**config.mk**
```make
export PLATFORM = sky130hd
export DESIGN_NAME = mc_fetch_seq
export DESIGN_NICKNAME = d
export VERILOG_FILES = /design/src/rtl/mc_fetch_seq.sv
export SDC_FILE = /design/constraint.sdc
export NUM_CORES = 1
export LEC_CHECK = 0
export CORE_MARGIN = 10
export CORE_UTILIZATION = 45
export DETAILED_ROUTE_END_ITERATION = 12
export GPL_ROUTABILITY_DRIVEN = 0
export PLACE_DENSITY = 0.68
export SLEW_MARGIN = 40
export SYNTH_ARGS = -nofsm -noshare
export SYNTH_HDL_FRONTEND = slang
export SYNTH_SLANG_ARGS = --single-unit
export TNS_END_PERCENT = 50
```
**constraint.sdc**
```tcl
create_clock -name clk -period 2.6 [get_ports clk]
set_input_delay 0.26 -clock clk [delete_from_list [all_inputs] [get_ports clk]]
set_output_delay 0.26 -clock clk [all_outputs]
set_load 0.005 [all_outputs]
```
**src/rtl/mc_fetch_seq.sv**
```systemverilog
// ---------------------------------------------------------------------------
// mc_fetch_seq
//
// Instruction sequencer sitting upstream of an MC14500B ICU. It owns the
// program counter, reads program words from a synchronous ROM and hands
// each 4-bit opcode to the ICU over a four-phase req/ack handshake. The
// ICU's jmp/rtn flags redirect the PC, and a small return-address stack
// provides subroutine call/return.
//
// Program word layout: {opcode[3:0], addr[ADDR_W-1:0]}.
//
// Handshake (four-phase, ICU side is asynchronous):
//   req_next rises with a stable opcode on instruction; the opcode is held
//   until req_next falls. The ICU raises ack_next to accept; the sequencer
//   then drops req_next and waits for ack_next to fall before the next
//   word. ack_next is double-flop synchronised, and a new acceptance needs
//   ack_next to be seen low inside REQ first, so a stale high ack can
//   never complete a handshake.
//
// Ports:
//   clk          system clock, all state on posedge
//   rst          asynchronous active-high reset
//   run          level; keep fetching while high
//   rom_addr     program ROM address (the fetch PC)
//   rom_data     ROM word, valid one clock after rom_addr
//   instruction  opcode to the ICU, stable while req_next is high
//   req_next     request to the ICU
//   ack_next     acknowledge from the ICU (asynchronous)
//   jmp, rtn     ICU redirect flags, sampled in NEXT only
//   pc           address of the most recently issued instruction
//   stk_err      sticky stack overflow/underflow flag
//   state_dbg    current FSM state
//   sp_dbg       return-stack depth
//   top_dbg      return-stack top entry (0 when empty)
// ---------------------------------------------------------------------------
module mc_fetch_seq #(
    parameter int ADDR_W = 8,
    parameter int DEPTH  = 4,
    localparam int SP_W  = $clog2(DEPTH + 1)
) (
    input  logic              clk,
    input  logic              rst,
    input  logic              run,
    output logic [ADDR_W-1:0] rom_addr,
    input  logic [ADDR_W+3:0] rom_data,
    output logic [3:0]        instruction,
    output logic              req_next,
    input  logic              ack_next,
    input  logic              jmp,
    input  logic              rtn,
    output logic [ADDR_W-1:0] pc,
    output logic              stk_err,
    output logic [2:0]        state_dbg,
    output logic [SP_W-1:0]   sp_dbg,
    output logic [ADDR_W-1:0] top_dbg
);

    localparam int              IDX_W   = (DEPTH > 1) ? $clog2(DEPTH) : 1;
    localparam logic [SP_W-1:0] SP_FULL = SP_W'(DEPTH);

    typedef enum logic [2:0] {
        S_IDLE  = 3'd0,
        S_FETCH = 3'd1,
        S_LOAD  = 3'd2,
        S_REQ   = 3'd3,
        S_REL   = 3'd4,
        S_NEXT  = 3'd5
    } state_t;

    state_t state_q, state_d;

    logic              ack_s1, ack_s2;
    logic              ack_armed;
    logic [ADDR_W-1:0] fetch_pc;
    logic [3:0]        instr_q;
    logic [ADDR_W-1:0] pc_q;
    logic [ADDR_W-1:0] a_cur, a_prev;
    logic [ADDR_W-1:0] stk [DEPTH];
    logic [SP_W-1:0]   sp_q;
    logic [SP_W-1:0]   sp_m1;
    logic              err_q;

    assign sp_m1 = sp_q - 1'b1;

    // -----------------------------------------------------------------------
    // State register
    // -----------------------------------------------------------------------
    always_ff @(posedge clk or posedge rst) begin
        if (rst) begin
            state_q <= S_IDLE;
        end else begin
            state_q <= state_d;
        end
    end

    // -----------------------------------------------------------------------
    // Next-state logic
    // -----------------------------------------------------------------------
    always_comb begin
        state_d = state_q;
        case (state_q)
            S_IDLE:  if (run) state_d = S_FETCH;
            S_FETCH: state_d = S_LOAD;
            S_LOAD:  state_d = S_REQ;
            S_REQ:   if (ack_s2 && ack_armed) state_d = S_REL;
            S_REL:   if (!ack_s2) state_d = S_NEXT;
            S_NEXT:  state_d = run ? S_FETCH : S_IDLE;
            default: state_d = S_IDLE;
        endcase
    end

    // -----------------------------------------------------------------------
    // Outputs (req_next decodes straight from state so reset drops it
    // without waiting for a clock edge)
    // -----------------------------------------------------------------------
    always_comb begin
        req_next    = (state_q == S_REQ);
        rom_addr    = fetch_pc;
        instruction = instr_q;
        pc          = pc_q;
        stk_err     = err_q;
        state_dbg   = state_q;
        sp_dbg      = sp_q;
        top_dbg     = '0;
        if (sp_q != '0) begin
            top_dbg = stk[sp_m1[IDX_W-1:0]];
        end
    end

    // -----------------------------------------------------------------------
    // ack synchroniser. ack_armed records that ack was seen low during the
    // current REQ, so only a fresh rising edge is taken as acceptance.
    // -----------------------------------------------------------------------
    always_ff @(posedge clk or posedge rst) begin
        if (rst) begin
            ack_s1    <= 1'b0;
            ack_s2    <= 1'b0;
            ack_armed <= 1'b0;
        end else begin
            ack_s1 <= ack_next;
            ack_s2 <= ack_s1;
            if (state_q == S_LOAD) begin
                ack_armed <= 1'b0;
            end else if (state_q == S_REQ && !ack_s2) begin
                ack_armed <= 1'b1;
            end
        end
    end

    // -----------------------------------------------------------------------
    // Datapath: instruction latch, address history, PC and return stack.
    // a_prev holds the address field of the word before the one just
    // issued; with the one-slot delay that is the JMP word's target.
    // -----------------------------------------------------------------------
    always_ff @(posedge clk or posedge rst) begin
        if (rst) begin
            fetch_pc <= '0;
            instr_q  <= '0;
            pc_q     <= '0;
            a_cur    <= '0;
            a_prev   <= '0;
            sp_q     <= '0;
            err_q    <= 1'b0;
            for (int i = 0; i < DEPTH; i++) begin
                stk[i] <= '0;
            end
        end else begin
            case (state_q)
                S_LOAD: begin
                    instr_q <= rom_data[ADDR_W+3:ADDR_W];
                    a_prev  <= a_cur;
                    a_cur   <= rom_data[ADDR_W-1:0];
                    pc_q    <= fetch_pc;
                end
                S_NEXT: begin
                    if (jmp) begin
                        // Return to the word after the delay slot; a full
                        // stack loses the return address but still jumps.
                        if (sp_q == SP_FULL) begin
                            err_q <= 1'b1;
                        end else begin
                            stk[sp_q[IDX_W-1:0]] <= pc_q + 1'b1;
                            sp_q                 <= sp_q + 1'b1;
                        end
                        fetch_pc <= a_prev;
                    end else if (rtn) begin
                        if (sp_q == '0) begin
                            err_q    <= 1'b1;
                            fetch_pc <= '0;
                        end else begin
                            fetch_pc <= stk[sp_m1[IDX_W-1:0]];
                            sp_q     <= sp_m1;
                        end
                    end else begin
                        fetch_pc <= fetch_pc + 1'b1;
                    end
                end
                default: ;
            endcase
        end
    end

endmodule

```
==> results of run 1 <==
-- state kept, by name, indices dropped and copies added, names as in the netlist, 3 cells and up --
| name | flops |
|---|---|
| a_cur | 8 |
| a_prev | 8 |
| instruction | 4 |
| pc | 8 |
| rom_addr | 8 |
| sp_dbg | 3 |
| state_dbg | 3 |
| stk | 32 |
-- metrics by stage --
stage               TNS (ps)  hold WS, ps
floorplan                  0          291
global placement           0          335
detailed placement         0          352
CTS                        0          280
global route           -2.22          323
finish                     0          282
-- what timing repair did --
| action | in CTS | in global routing |
|---|---|---|
| setup endpoints to repair | 5 | 8 |
| resized for setup | 1 | 6 |
| setup buffers | 0 | 4 |
| hold buffers | 0 | 0 |
-- synth_stat cells, drive strengths merged (2+ instances only) --
master	n
nand2b	2
mux2i	13
o31a	2
o22ai	3
xor2	8
nand2	20
mux2	43
o21ai	9
inv	13
a21oi	23
or3	3
o22a	3
and2	5
ha	7
mux4	4
nand3	6
buf	12
a32o	2
xnor2	9
nor2	22
and3	2
nand3b	2
dfrtp	78
a221oi	3
nor3	4
-- final timing paths --
check | endpoint | depth (start not counted)
max in group asynchronous | stk[21]$_DFFE_PP0P_ | 4
hold reg to reg | ack_s2$_DFF_PP0_ | 0
setup / recovery | top_dbg[0] | 6
setup reg to reg | stk[6]$_DFFE_PP0P_ | 5
min in group clk | ack_s1$_DFF_PP0_ | 1
hold / removal | a_cur[0]$_DFFE_PP0P_ | 2
-- final cells by class --
class,count,area (um^2)
inverter,13,48.8
sequential,78,1950
clock inverter,3,42.5
clock buffer,13,159
fill,718,3490
timing repair buffer,68,671
tap,105,131
multi-input combinational,210,1760
-- kinds of logic after synthesis --
family / count (synthesis) / share of synthesized area
flip-flops: 78 / 0.509
buffers and inverters: 26 / 0.0343
AND/OR/NAND/NOR: 73 / 0.109
multiplexers: 60 / 0.184
AO/OA/AOI/OAI: 53 / 0.102
adder cells (fa/ha/maj): 7 / 0.0228
XOR/XNOR: 17 / 0.0388
-- routing by layer --
| metal | vias to the layer above | wire (um) | global-route usage |
|---|---|---|---|
| met5 | - | 0 | 0 |
| met4 | 0 | 138 | 0.0525 |
| met3 | 8 | 446 | 0.0415 |
| met2 | 66 | 4280 | 0.222 |
| met1 | 1328 | 3950 | 0.175 |
| li1 | 1254 | - | - |
-- power by group --
part           switching [uW]  internal, uW
Clock                     420           496
Combinational             972          1400
Sequential                480          1680
==> run metrics, run 1 <==
CP Launch Point sp_dbg[1]$_DFFE_PP0P_; Worst setup SP type flop; Synth Cell Area 0.00383 mm^2; vias 2656; CTS tree built; FF-to-FF setup slack 760 ps; Worst EP required 2340 ps; Initial Util 0.464; CTS max path bufs 2; Post-synth EDFFs 0; Final Net Count 405; Mapped Avg Cell Area 12.2 um^2; DP Area around 0.0045 mm^2; 1st-iter DRT viols 126; dpl hpwl 6470 um; DIE WIDTH 112 um; Sink Count 78; Max VDD drop about 580 uV; reg2reg start state_dbg[2]$_DFFE_PP0P_; Min Clock Period, post-route 2510 ps; syn nets ~340; most frequent cells in the layout dfrtp_1 (78), clkdlybuf4s50_1 (52), mux2_2 (42), nor2_1 (21), a21oi_1 (21); die area 0.0126 mm^2; Total GRT Usage 0.140; CTS root buf clkbuf_8; critical path class reg2out; max-slew violations 0; Crit-path slowest cell clkdlybuf4s50_1; Tot Pwr 5450 uW; Final Cycle Share 0.966; CP Max Fanout 13; Yosys top cell by area dfrtp_1; setup violators final 0; top cells by area, synth dfrtp_1 (51%), mux2_2 (12%), mux2i_1 (3.4%); largest net degree at the start of global routing 36; post-synth top area share 0.509; Post-synth top flop dfrtp_1; Place WS between 300 and 400 ps; Max Fclk 398 MHz; 1st-pass router iterations 5; grt total ovfl 0; Final Cell Area 0.00476 mm^2; Worst-path clk slew roughly 80 ps; crit path setup slack, layout approximately 90 ps; H-tree level count 3; synthesized instance count 314; initial antenna violation count 0; critical-path cell list inv_2 > ha_2 > buf_12 > mux4_2 > and2_1 > clkdlybuf4s50_1; die height 112 um; standard-cell rows 33; remaining routing DRC violations 0; Cells after DPL 470; Slew HR 0.631; final core occ 0.577; Hold Violations, Final 0; Pwr Density 1140 mW/mm^2; Hold/Removal Path Class in2async; crit path DAT 2250 ps; global-route wire length before repair 14300 um; Worst-Skew Late Latency 340 ps; DR WL/cell 18.0 um; max_cap viols 0; Cell variety after synth 52; via/cell ratio 5.42; slowest stage delay, CP 460 ps; most common cell after layout, fill and taps aside dfrtp_1; outcome complete, no violations; layout cells sized above 1 0.260; worst slew pin tran 553 ps; share of flip-flops with an asynchronous set or reset 1.00; drt total wl roughly 9000 um; synthesis-stage register bit count 78; Final Non-Filler Cells 490; Num CTS Buffers 9; crit path buf inv count 3; yosys warns 0; Leakage 0.00216 uW; Port Buffer Count 53; CORE AREA 0.00826 mm^2; Layout area overhead 24.2%; vias in the first global route 2709; # diodes 0; I/O pins 54; Final ANT Viol Nets 0; crit end category output pin; sequential fraction of the synthesis area 0.509; Clock Skew roughly 9.7 ps; CP delay by family, top buffers and inverters
Note: power is estimated with default switching activity, not from simulation.
==> inputs of run 2 (changes only) <==
GPL_ROUTABILITY_DRIVEN = unset   (was 0)
==> results of run 2 <==
The final DEF is identical to that of run 1; final timing and power are the same.
